$ cat config.mk
export PLATFORM = sky130hd
export DESIGN_NAME = sipo_deserializer_flat
export DESIGN_NICKNAME = d
export VERILOG_FILES = /design/src/rtl/sipo_deserializer_if.sv /design/src/rtl/sipo_deserializer.sv /design/src/flat_wrapper.sv
export SDC_FILE = /design/constraint.sdc
export NUM_CORES = 1
export LEC_CHECK = 0
export ABC_AREA = 1
export CELL_PAD_IN_SITES_DETAIL_PLACEMENT = 0
export CELL_PAD_IN_SITES_GLOBAL_PLACEMENT = 2
export CORE_UTILIZATION = 26
export CTS_BUF_LIST = sky130_fd_sc_hd__clkbuf_8
export DETAILED_ROUTE_END_ITERATION = 12
export PLACE_DENSITY = 0.77
export SLEW_MARGIN = 30
export SYNTH_ARGS = -nofsm -noshare
export SYNTH_HDL_FRONTEND = slang
export SYNTH_SLANG_ARGS = --single-unit
$ cat constraint.sdc
create_clock -name clk -period 1.19 [get_ports clk]
set_input_delay 0.238 -clock clk [delete_from_list [all_inputs] [get_ports clk]]
set_output_delay 0.238 -clock clk [all_outputs]
set_load 0.01 [all_outputs]
$ cat src/rtl/sipo_deserializer_if.sv
// Bundle of the serial input and parallel output signals of sipo_deserializer.
// The receiver uses the slave modport. The serial source and word consumer use the master modport.
interface sipo_deserializer_if #(
   parameter int WIDTH = 8
);
   localparam int CW = $clog2(WIDTH + 1);

   logic             sin;
   logic             sin_valid;
   logic             sync;
   logic [WIDTH-1:0] dout;
   logic             dout_valid;
   logic             dout_ready;
   logic [CW-1:0]    bit_cnt;
   logic             overrun;

   // Handshake: a word transfers on an edge where dout_valid=1 and dout_ready=1. dout is stable
   // while it waits. The serial side has no backpressure: sin is taken on every edge with sin_valid=1.
   modport master (
      output sin, sin_valid, sync, dout_ready,
      input  dout, dout_valid, bit_cnt, overrun
   );

   modport slave (
      input  sin, sin_valid, sync, dout_ready,
      output dout, dout_valid, bit_cnt, overrun
   );
endinterface

$ cat src/rtl/sipo_deserializer.sv
// Serial-in parallel-out receiver. It assembles WIDTH qualified serial bits into one word and
// presents the word through a single-entry output buffer. A word that cannot be delivered sets a sticky overrun flag.
module sipo_deserializer #(
   parameter int WIDTH     = 8,
   parameter bit MSB_FIRST = 1'b1
) (
   input  logic                 clk,
   input  logic                 reset,
   sipo_deserializer_if.slave   bus,
   output logic                 dbg_state_o
);
   localparam int CW = $clog2(WIDTH + 1);

   typedef enum logic {
      ASSEMBLE = 1'b0,
      HOLD     = 1'b1
   } state_t;

   state_t           state_q, state_d;
   logic [WIDTH-2:0] part_q, part_d;
   logic [WIDTH-2:0] part_base;
   logic [WIDTH-1:0] word;
   logic [WIDTH-1:0] dout_q, dout_d;
   logic [CW-1:0]    bit_cnt_q, bit_cnt_d;
   logic             overrun_q, overrun_d;
   logic             complete;

   // The partial register keeps only the WIDTH-1 most recent bits.
   // The incoming bit completes the full-width view 'word'.
   always_comb begin
      part_base = bus.sync ? '0 : part_q;
      if (MSB_FIRST) begin
         word = {part_base, bus.sin};
      end else begin
         word = {bus.sin, part_base};
      end

      complete  = bus.sin_valid && !bus.sync && (bit_cnt_q == CW'(WIDTH - 1));
      part_d    = part_q;
      bit_cnt_d = bit_cnt_q;

      if (bus.sin_valid) begin
         part_d = MSB_FIRST ? word[WIDTH-2:0] : word[WIDTH-1:1];
         if (complete) begin
            bit_cnt_d = '0;
         end else if (bus.sync) begin
            bit_cnt_d = CW'(1);
         end else begin
            bit_cnt_d = bit_cnt_q + CW'(1);
         end
      end else if (bus.sync) begin
         part_d    = '0;
         bit_cnt_d = '0;
      end
   end

   // HOLD means the output buffer holds an undelivered word. Assembly runs in both states.
   always_comb begin
      state_d   = state_q;
      dout_d    = dout_q;
      overrun_d = overrun_q;

      case (state_q)
         ASSEMBLE: begin
            if (complete) begin
               dout_d  = word;
               state_d = HOLD;
            end
         end
         HOLD: begin
            if (complete) begin
               if (bus.dout_ready) begin
                  dout_d = word;
               end else begin
                  overrun_d = 1'b1;
               end
            end else if (bus.dout_ready) begin
               state_d = ASSEMBLE;
            end
         end
         default: begin
            state_d = ASSEMBLE;
         end
      endcase
   end

   always_ff @(posedge clk) begin
      if (!reset) begin
         state_q   <= ASSEMBLE;
         part_q    <= '0;
         bit_cnt_q <= '0;
         dout_q    <= '0;
         overrun_q <= 1'b0;
      end else begin
         state_q   <= state_d;
         part_q    <= part_d;
         bit_cnt_q <= bit_cnt_d;
         dout_q    <= dout_d;
         overrun_q <= overrun_d;
      end
   end

   assign bus.dout       = dout_q;
   assign bus.dout_valid = (state_q == HOLD);
   assign bus.bit_cnt    = bit_cnt_q;
   assign bus.overrun    = overrun_q;
   assign dbg_state_o    = state_q;

endmodule

$ cat src/flat_wrapper.sv
// flat-port wrapper written by rule: the top's interface ports become plain ports
module sipo_deserializer_flat 
#(
   parameter int WIDTH     = 8,
   parameter bit MSB_FIRST = 1'b1
)
  (clk, reset, dbg_state_o, bus_sin, bus_sin_valid, bus_sync, bus_dout_ready, bus_dout, bus_dout_valid, bus_bit_cnt, bus_overrun);
  sipo_deserializer_if #(.WIDTH(WIDTH)) bus_i ();
  input  logic clk;
  input  logic reset;
  output logic dbg_state_o;
  input wire logic [$bits(bus_i.sin)-1:0] bus_sin;
  input wire logic [$bits(bus_i.sin_valid)-1:0] bus_sin_valid;
  input wire logic [$bits(bus_i.sync)-1:0] bus_sync;
  input wire logic [$bits(bus_i.dout_ready)-1:0] bus_dout_ready;
  output wire logic [$bits(bus_i.dout)-1:0] bus_dout;
  output wire logic [$bits(bus_i.dout_valid)-1:0] bus_dout_valid;
  output wire logic [$bits(bus_i.bit_cnt)-1:0] bus_bit_cnt;
  output wire logic [$bits(bus_i.overrun)-1:0] bus_overrun;
  assign bus_i.sin = bus_sin;
  assign bus_i.sin_valid = bus_sin_valid;
  assign bus_i.sync = bus_sync;
  assign bus_i.dout_ready = bus_dout_ready;
  assign bus_dout = bus_i.dout;
  assign bus_dout_valid = bus_i.dout_valid;
  assign bus_bit_cnt = bus_i.bit_cnt;
  assign bus_overrun = bus_i.overrun;
  sipo_deserializer #(.WIDTH(WIDTH), .MSB_FIRST(MSB_FIRST)) u_core (.clk(clk), .reset(reset), .bus(bus_i), .dbg_state_o(dbg_state_o));
endmodule
==> flow_metrics.py, run 1 <==
metrics = {
    "finish": {
        "layout-drive-gt1-share": 0.248,
        "diodes": 0,
        "nets": 165,
        "fillers": 398,
        "multi_input_area_um2": 447,
        "regArea_um2": 430,
        "utilization": 0.407,
        "area_growth_pct": 48.0,
    },
    "die": {
        "io_pins": 21,
        "rows": 21,
        "core_um2": 3360,
        "die_width_um": 61.6,
        "initial_utilization": 0.275,
        "die_area_um2": 3800,
        "die_y_um": 61.6,
    },
    "detailed_routing": {
        "postRouteAntennaNets": 0,
        "wirelength_um": 2230,
        "detail_route.first_pass.iterations": 4,
        "viasPerCell": 4.40,
        "vias": 894,
        "drt_iter0_markers": 26,
        "drc": 0,
        "detail_route.wl_per_cell_um": 11.0,
    },
    "yosys": {
        "avgSynthCellArea_um2": 7.64,
        "synth_cells": 121,
        "ys_warn_count": 0,
        "synthFlopType": "dfxtp_1",
        "synth_cell_types": 19,
        "synth_largest_area_cell": "dfxtp_1",
        "ys_ff_latch": 21,
        "synthArstFlopShare": 0,
        "synth_area_um2": 925,
        "synthTopCellsByArea": "dfxtp_1 45%, nand2_1 11%, a21oi_1 9.7%",
        "synth-edff-count": 0,
        "yosysTopAreaCellShare": 0.455,
        "synthTopCellsByCount": "27 x nand2_1, 21 x dfxtp_1, 18 x a21oi_1, 13 x nor2_1, 12 x inv_1",
        "seq_area_frac_synth": 0.455,
        "yosysMostFrequentCell": "nand2_1",
        "syn-num-nets": 128,
    },
    "sta": {
        "worst_hold_slack_ns": 0.459,
        "finalHoldViolations": 0,
        "fin_tns_setup_ns": 0,
        "finalMaxSlewViolations": 0,
        "worstMarginPinSlew_ns": 0.385,
        "finalCriticalPeriod_ns": 1.18,
        "rsz0062_at_grt": "true",
        "timing.slew.headroom": 0.744,
        "fmax_ghz": 0.845,
        "finClkSkew_ns": 0.00123,
        "period_share": 0.994,
        "setup_viol": 0,
        "setup_ws_ns": 0.00685,
    },
    "power": {
        "p_per_area_nw_per_um2": 970,
        "p_leak_nw": 0.593,
        "max-vdd-ir-drop_mv": 0.707,
    },
    "place": {
        "dp_slack_ns": -0.426,
        "port-buffer-count": 20,
        "hpwlAfterDp_um": 1620,
        "finalWeightedCongestion": 0.763,
    },
    "clocking": {
        "path_clk_slew_ns": 0.08,
        "numCtsBuffers": 3,
        "cts-root-buf": "clkbuf_8",
        "htreeDepth": 1,
        "cts_tree": "done",
        "clk_latency_ns": 0.26,
        "clock-sinks": 21,
        "cts_max_path_buffers": 2,
    },
    "global_route": {
        "grt_use_total": 0.132,
        "grt_overflow": 0,
        "grt_pass1_vias": 789,
        "antenna_found_initial": 0,
        "grt_pass1_wl_um": 3670,
        "grt_max_degree": 13,
    },
    "critical_path": {
        "path_cells": "ha_4 > nand2_4 > nor2_4 > buf_4 > nand2_2 > nor2_1 > o21a_1",
        "crit_type": "reg -> reg",
        "critPathRequiredTime_ns": 1.40,
        "cp-start-kind": "flop",
        "cp-end-kind": "flop",
        "cpMaxStageDelayCell": "dfxtp_4",
        "crit_fanout": 4,
        "critical_path_arrival_ns": 1.40,
        "worst_path_largest_cell_delay_ns": 0.39,
    },
    "job": {
        "maxCapViolations": 0,
    },
    "run_status": {
        "status": "complete, no violations",
    },
    "worst_hold_path": {
        "min_path_type": "reg -> reg",
    },
}
registers in the layout, summed over array words and instances (netlist names):
register / count
u_core.part_q: 7
u_core.bus.dout: 8
u_core.bus.bit_cnt: 4
u_core.bus.dout_valid: 1
u_core.bus.overrun: 1
worst paths after layout:
path | startpoint | to | slack [ns] | cells past startpoint
worst max register to register | u_core.bus.bit_cnt[0]$_SDFFE_PN0P_ | u_core.bus.overrun$_SDFFE_PN0P_ | 0.007 | 7
worst max-delay path | u_core.bus.bit_cnt[0]$_SDFFE_PN0P_ | u_core.bus.overrun$_SDFFE_PN0P_ | 0.007 | 7
worst min register to register | u_core.bus.dout[1]$_SDFFE_PN0P_ | u_core.bus.dout[1]$_SDFFE_PN0P_ | 0.46 | 2
worst min-delay path | u_core.bus.dout[1]$_SDFFE_PN0P_ | u_core.bus.dout[1]$_SDFFE_PN0P_ | 0.46 | 2
placed cells by master (no fill, tap or decap), drive strengths merged, types with 3 or more instances in the layout:
cell	netlist	layout
clkbuf	2	3
a21oi	18	18
clkdlybuf4s50	0	3
nand3	3	3
nor2	15	15
buf	5	20
dfxtp	21	21
dlygate4sd2	0	16
nand4	9	9
nand2	28	28
inv	13	13
o21ai	4	4
kinds of logic (layout without fill, tap and decap cells):
logic type | Yosys count | count (layout) | share of synthesized area
DFF | 21 | 21 | 0.455
buffers and inverters | 20 | 56 | 0.116
and+or+nand+nor | 55 | 55 | 0.280
AOI/OAI and AO/OA | 24 | 24 | 0.135
adders and majority gates | 1 | 1 | 0.0135
power by group:
part / switching [mW] / total, mW / leakage [nW] / internal, mW
registers: 0.00852 / 0.718 / 0.172 / 0.710
clock network: 0.244 / 0.478 / 0.0255 / 0.233
logic: 0.0689 / 0.132 / 0.395 / 0.0627
metal layers:
metal / track usage / wire, um / vias up / part of all wire
met3: 0.0336 / 97 / 2 / 0.043
met5: 0 / 0 / - / 0
met1: 0.174 / 1100 / 409 / 0.49
li1: - / - / 466 / -
met2: 0.217 / 1030 / 17 / 0.46
met4: 0.0286 / 12 / 0 / 0.0054
stage by stage:
step	area, um^2	power [mW]	std cells
after global placement	1260	0.862	196
after detailed placement	1260	0.862	196
after floorplan	927	0.799	121
after global routing	1370	1.39	203
final	1370	1.33	203
after CTS	1340	1.34	200
cell type report:
class                      instances  share of cell area
timing repair buffer              39               0.246
clock buffer                       3              0.0302
multi-input combinational         80               0.326
sequential                        21               0.314
tap                               46              0.0420
inverter                          13              0.0375
clock inverter                     1             0.00366
critical path: cells and delay by family (launching register included):
kind	cells	cell delay (ns)
DFF	1	0.39
AOI/OAI and AO/OA	1	0.11
adders and majority gates	1	0.15
buffers and inverters	1	0.14
and+or+nand+nor	4	0.35
repair_timing:
action                                  4_1_cts  5_1_grt
endpoints found under the hold margin         0        0
endpoints found under the setup margin       34       13
pin swaps                                     4        8
setup buffers                                 0        3
hold buffers                                  0        0
gates resized for setup                      30        4
Note: power is estimated with default switching activity, not from simulation.
==> run 2, diff against run 1 <==
--- a/config.mk
+++ b/config.mk
@@ -11,7 +11,7 @@
 export CORE_UTILIZATION = 26
 export CTS_BUF_LIST = sky130_fd_sc_hd__clkbuf_8
 export DETAILED_ROUTE_END_ITERATION = 12
-export PLACE_DENSITY = 0.77
+export PLACE_DENSITY_LB_ADDON = 0.1
 export SLEW_MARGIN = 30
 export SYNTH_ARGS = -nofsm -noshare
 export SYNTH_HDL_FRONTEND = slang
==> flow_metrics.py, run 2 (synthesized netlist as in run 1, its figures left out) <==
metrics = {
    "run_status": {
        "status": "finished, violations left",
        "violations": "negative setup slack",
    },
    "finish": {
        "layout-drive-gt1-share": 0.231,
        "utilization": 0.399,
        "layout_common_cells": "26 x nand2_1, 17 x a21oi_1, 17 x dfxtp_1",
        "regArea_um2": 428,
        "multi_input_area_um2": 433,
        "nets": 164,
        "fillers": 397,
        "largest_reg_flops": 8,
        "area_growth_pct": 45.2,
        "diodes": 0,
        "mostFrequentLayoutCell": "nand2_1",
        "design_area_um2": 1340,
    },
    "critical_path": {
        "cp-start-kind": "primary input",
        "crit_type": "in -> reg",
        "cp-end-kind": "flop",
        "critical_path_arrival_ns": 1.38,
        "r2r_start": "u_core.bus.bit_cnt[0]$_SDFFE_PN0P_",
        "crit_fanout": 7,
        "critPathRequiredTime_ns": 1.38,
        "setup.worst_path.start": "bus_sin_valid",
        "cpMaxStageDelayCell": "clkdlybuf4s50_1",
        "path_cells": "clkdlybuf4s50_1 > buf_4 > nand2_1 > nor2_1 > nand3_1 > a21oi_1",
        "worst_path_largest_cell_delay_ns": 0.53,
    },
    "clocking": {
        "numCtsBuffers": 3,
        "path_clk_slew_ns": 0.08,
        "cts_tree": "done",
        "clock-sinks": 21,
        "clk_latency_ns": 0.26,
        "cts_max_path_buffers": 2,
        "cts-root-buf": "clkbuf_8",
        "htreeDepth": 1,
    },
    "detailed_routing": {
        "viasPerCell": 4.28,
        "wirelength_um": 2170,
        "detail_route.first_pass.iterations": 4,
        "detail_route.wl_per_cell_um": 10.8,
        "drt_iter0_markers": 19,
        "vias": 864,
        "drc": 0,
        "postRouteAntennaNets": 0,
    },
    "die": {
        "die_y_um": 61.6,
        "initial_utilization": 0.275,
        "rows": 21,
        "core_um2": 3360,
        "die_width_um": 61.6,
        "io_pins": 21,
        "die_area_um2": 3800,
    },
    "power": {
        "max-vdd-ir-drop_mv": 0.293,
        "p_per_area_nw_per_um2": 981,
        "p_leak_nw": 0.573,
    },
    "sta": {
        "period_share": 1.00,
        "finalMaxSlewViolations": 0,
        "setup_ws_ns": -0.00000433,
        "worstMarginPinSlew_ns": 0.323,
        "fmax_ghz": 0.840,
        "timing.slew.headroom": 0.784,
        "finalHoldViolations": 0,
        "worst_hold_slack_ns": 0.460,
        "finClkSkew_ns": 0.00244,
        "finalCriticalPeriod_ns": 1.19,
        "setup_viol": 1,
        "rsz0062_at_grt": "true",
        "fin_tns_setup_ns": -0.00000433,
    },
    "worst_hold_path": {
        "min-delay-start": "u_core.bus.dout[6]$_SDFFE_PN0P_",
        "min_path_type": "reg -> reg",
    },
    "place": {
        "placed_area_um2": 1270,
        "dp_slack_ns": -0.357,
        "port-buffer-count": 20,
        "finalWeightedCongestion": 0.754,
        "hpwlAfterDp_um": 1660,
    },
    "global_route": {
        "grt_pass1_vias": 828,
        "grt_max_degree": 13,
        "antenna_found_initial": 0,
        "grt_use_total": 0.138,
        "grt_pass1_wl_um": 3750,
        "grt_overflow": 0,
    },
    "job": {
        "maxCapViolations": 0,
    },
}
run 2: cell count changes in the layout (fill, tap and decap cells not counted), sizes merged:
cell,delta
dlygate4sd2,-4
clkdlybuf4s15,+2
clkdlybuf4s50,+1
run 2: routing by layer:
metal  share of wire  up-vias  GRT usage
li1                -      465          -
met1            0.47      382      0.170
met2            0.48       15      0.233
met3           0.037        2     0.0252
met4          0.0087        0     0.0571
met5               0        -          0
run 2: per-stage QoR:
stage | instances | power, mW
after global placement | 197 | 0.866
after floorplan | 121 | 0.799
after global routing | 202 | 1.40
final | 202 | 1.32
after CTS | 202 | 1.35
after detailed placement | 197 | 0.867
run 2: worst paths after layout:
kind,slack (ns),cells after the start,endpoint
worst max-delay path,-0.000004,6,u_core.bus.bit_cnt[3]$_SDFFE_PN0P_
worst min-delay path,0.46,2,u_core.bus.dout[6]$_SDFFE_PN0P_
worst max register to register,0.04,7,u_core.bus.overrun$_SDFFE_PN0P_
worst min register to register,0.46,2,u_core.bus.dout[6]$_SDFFE_PN0P_
run 2: critical path: cells and delay by family:
family | cells | cell delay (ns)
buffers and inverters | 2 | 0.70
AOI/OAI and AO/OA | 1 | 0.12
and+or+nand+nor | 3 | 0.33
run 2: cell type report:
type | count | share of cell area
inverter | 13 | 0.0382
timing repair buffer | 38 | 0.243
clock buffer | 3 | 0.0308
sequential | 21 | 0.319
tap | 46 | 0.0429
clock inverter | 1 | 0.00373
multi-input combinational | 80 | 0.322
run 2: power breakdown:
group          switching (mW)  internal, mW
logic                  0.0684        0.0614
clock network           0.239         0.233
registers             0.00579         0.710
run 2: repair_timing:
| action | 4_1_cts | 5_1_grt |
|---|---|---|
| hold buffers | 0 | 0 |
| setup buffers | 1 | 0 |
| pin swaps | 3 | 9 |
| endpoints found under the setup margin | 27 | 15 |
| gates resized for setup | 30 | 5 |
| endpoints found under the hold margin | 0 | 0 |
==> run 3, diff against run 2 <==
--- a/config.mk
+++ b/config.mk
@@ -8,10 +8,11 @@
 export ABC_AREA = 1
 export CELL_PAD_IN_SITES_DETAIL_PLACEMENT = 0
 export CELL_PAD_IN_SITES_GLOBAL_PLACEMENT = 2
-export CORE_UTILIZATION = 26
+export CORE_UTILIZATION = 31
 export CTS_BUF_LIST = sky130_fd_sc_hd__clkbuf_8
 export DETAILED_ROUTE_END_ITERATION = 12
 export PLACE_DENSITY_LB_ADDON = 0.1
+export SKIP_CTS_REPAIR_TIMING = 1
 export SLEW_MARGIN = 30
 export SYNTH_ARGS = -nofsm -noshare
 export SYNTH_HDL_FRONTEND = slang
==> constraint.sdc (replaced) <==
create_clock -name clk -period 1.55 [get_ports clk]
set_input_delay 0.31 -clock clk [delete_from_list [all_inputs] [get_ports clk]]
set_output_delay 0.31 -clock clk [all_outputs]
set_load 0.01 [all_outputs]
==> flow_metrics.py, run 3 (synthesized netlist as in run 1, its figures left out) <==
metrics = {
    "sta": {
        "fin_tns_setup_ns": 0,
        "finClkSkew_ns": 0.00457,
        "worstMarginPinSlew_ns": 0.508,
        "finalMaxSlewViolations": 0,
        "rsz0062_at_grt": "false",
        "fmax_ghz": 0.672,
        "timing.slew.headroom": 0.661,
        "period_share": 0.960,
        "finalCriticalPeriod_ns": 1.49,
        "setup_viol": 0,
        "finalHoldViolations": 0,
    },
    "power": {
        "intPower_uw": 764,
        "pwr-share-comb": 0.091,
        "pwr-share-seq": 0.554,
        "p_per_area_nw_per_um2": 793,
        "p_leak_nw": 0.497,
        "p_sw_frac": 0.229,
        "p_clk_frac": 0.355,
        "max-vdd-ir-drop_mv": 0.514,
        "switchingPower_uw": 227,
    },
    "clocking": {
        "clk_latency_ns": 0.26,
        "numCtsBuffers": 3,
        "cts_tree": "done",
        "cts_max_path_buffers": 2,
        "cts-root-buf": "clkbuf_8",
        "htreeDepth": 1,
        "clock-sinks": 21,
        "path_clk_slew_ns": 0.08,
    },
    "finish": {
        "fillers": 303,
        "nets": 158,
        "design_area_um2": 1250,
        "layout-drive-gt1-share": 0.147,
        "area_growth_pct": 35.2,
        "regArea_um2": 423,
        "instances_no_fill": 181,
        "diodes": 0,
        "largest_reg_flops": 8,
        "mostFrequentLayoutCell": "nand2_1",
        "layout_common_cells": "27 x nand2_1, 19 x dfxtp_1, 18 x a21oi_1, 18 x clkdlybuf4s50_1",
        "multi_input_area_um2": 397,
        "utilization": 0.449,
    },
    "critical_path": {
        "r2r_start": "u_core.bus.bit_cnt[0]$_SDFFE_PN0P_",
        "r2r-end": "u_core.bus.dout[1]$_SDFFE_PN0P_",
        "critPathRequiredTime_ns": 1.24,
        "setup.worst_path.start": "u_core.bus.bit_cnt[2]$_SDFFE_PN0P_",
        "r2r_slack_ns": 0.17,
        "path_cells": "clkdlybuf4s50_1",
        "crit_fanout": 6,
        "endpoint": "bus_bit_cnt[2]",
        "cp-end-kind": "primary output",
        "crit_type": "reg -> out",
        "worst-path-stages": 1,
        "cp_top_family": "buffers and inverters",
        "worst-path-buf-inv": 1,
        "worstRegToRegCells": 6,
        "cpMaxStageDelayCell": "clkdlybuf4s50_1",
        "critical_path_arrival_ns": 1.18,
        "worst_path_largest_cell_delay_ns": 0.55,
        "cp-start-kind": "flop",
    },
    "place": {
        "hpwlAfterDp_um": 1450,
        "port-buffer-count": 20,
        "dp.cells": 177,
        "finalWeightedCongestion": 0.739,
        "placed_area_um2": 1200,
    },
    "die": {
        "die_width_um": 56.6,
        "rows": 19,
        "die_area_um2": 3210,
        "io_pins": 21,
        "die_y_um": 56.6,
        "initial_utilization": 0.332,
        "core_um2": 2780,
    },
    "global_route": {
        "grt_pass1_vias": 785,
        "grt_max_degree": 17,
        "grt_overflow": 0,
        "antenna_found_initial": 0,
        "grt_use_total": 0.141,
        "grt_pass1_wl_um": 3550,
    },
    "detailed_routing": {
        "postRouteAntennaNets": 0,
        "wirelength_um": 2000,
        "detail_route.wl_per_cell_um": 11.0,
        "drc": 0,
        "viasPerCell": 4.64,
        "detail_route.first_pass.iterations": 4,
        "vias": 839,
        "drt_iter0_markers": 24,
    },
    "job": {
        "maxCapViolations": 0,
    },
    "worst_hold_path": {
        "min_path_type": "reg -> reg",
        "hold_depth": 2,
    },
    "run_status": {
        "status": "complete, no violations",
    },
}
## run 3: cell count changes in the layout (fill, tap and decap cells not counted), moves of 2 or more
cell and change:
dfxtp_1 +2, dlymetal6s2s_1 +2, buf_4 -4, clkdlybuf4s15_1 -2
buf_2 -2, clkdlybuf4s50_1 +14, dlygate4sd2_1 -12
## run 3: through the flow
stage	worst slack [ns]	hold WS (ns)	total power, mW
2_1_floorplan	0.329	0.427	0.613
3_3_place_gp	-0.0178	0.445	0.653
3_5_place_dp	-0.0393	0.453	0.653
4_1_cts	-0.0207	0.465	1.01
5_1_grt	0.0107	0.477	1.04
6_report	0.0618	0.461	0.991
## run 3: worst min-delay path by stage
stage	from	end	slack [ns]
finish	u_core.bus.dout[4]$_SDFFE_PN0P_	u_core.bus.dout[4]$_SDFFE_PN0P_	0.46
global route	u_core.bus.dout[5]$_SDFFE_PN0P_	u_core.bus.dout[5]$_SDFFE_PN0P_	0.48
CTS	u_core.bus.dout[4]$_SDFFE_PN0P_	u_core.bus.dout[4]$_SDFFE_PN0P_	0.47
detailed placement	u_core.bus.dout[4]$_SDFFE_PN0P_	u_core.bus.dout[4]$_SDFFE_PN0P_	0.45
global placement	u_core.bus.overrun$_SDFFE_PN0P_	u_core.bus.overrun$_SDFFE_PN0P_	0.44
floorplan	reset	u_core.bus.overrun$_SDFFE_PN0P_	0.43
## run 3: final cells by class
| type | count | area share |
|---|---|---|
| clock buffer | 3 | 0.0330 |
| clock inverter | 1 | 0.00300 |
| inverter | 13 | 0.0410 |
| multi-input combinational | 80 | 0.317 |
| sequential | 21 | 0.338 |
| tap | 31 | 0.0310 |
| timing repair buffer | 32 | 0.236 |
## run 3: power by group through the flow
stage | Combinational, mW | Clock [mW] | Sequential, mW
final | 0.0902 | 0.351 | 0.549
after global routing | 0.0996 | 0.390 | 0.550
after CTS | 0.0917 | 0.365 | 0.549
after detailed placement | 0.0913 | 0 | 0.562
after global placement | 0.0912 | 0 | 0.562
after floorplan | 0.0482 | 0 | 0.564
## run 3: layer usage
metal  wire, um  part of all wire  global-route usage  vias up
met5          0                 0                   0        -
met4         15            0.0075              0.0627        0
met3         69             0.035              0.0230        2
met2        860              0.43               0.220       15
met1       1050              0.53               0.191      372
li1           -                 -                   -      450
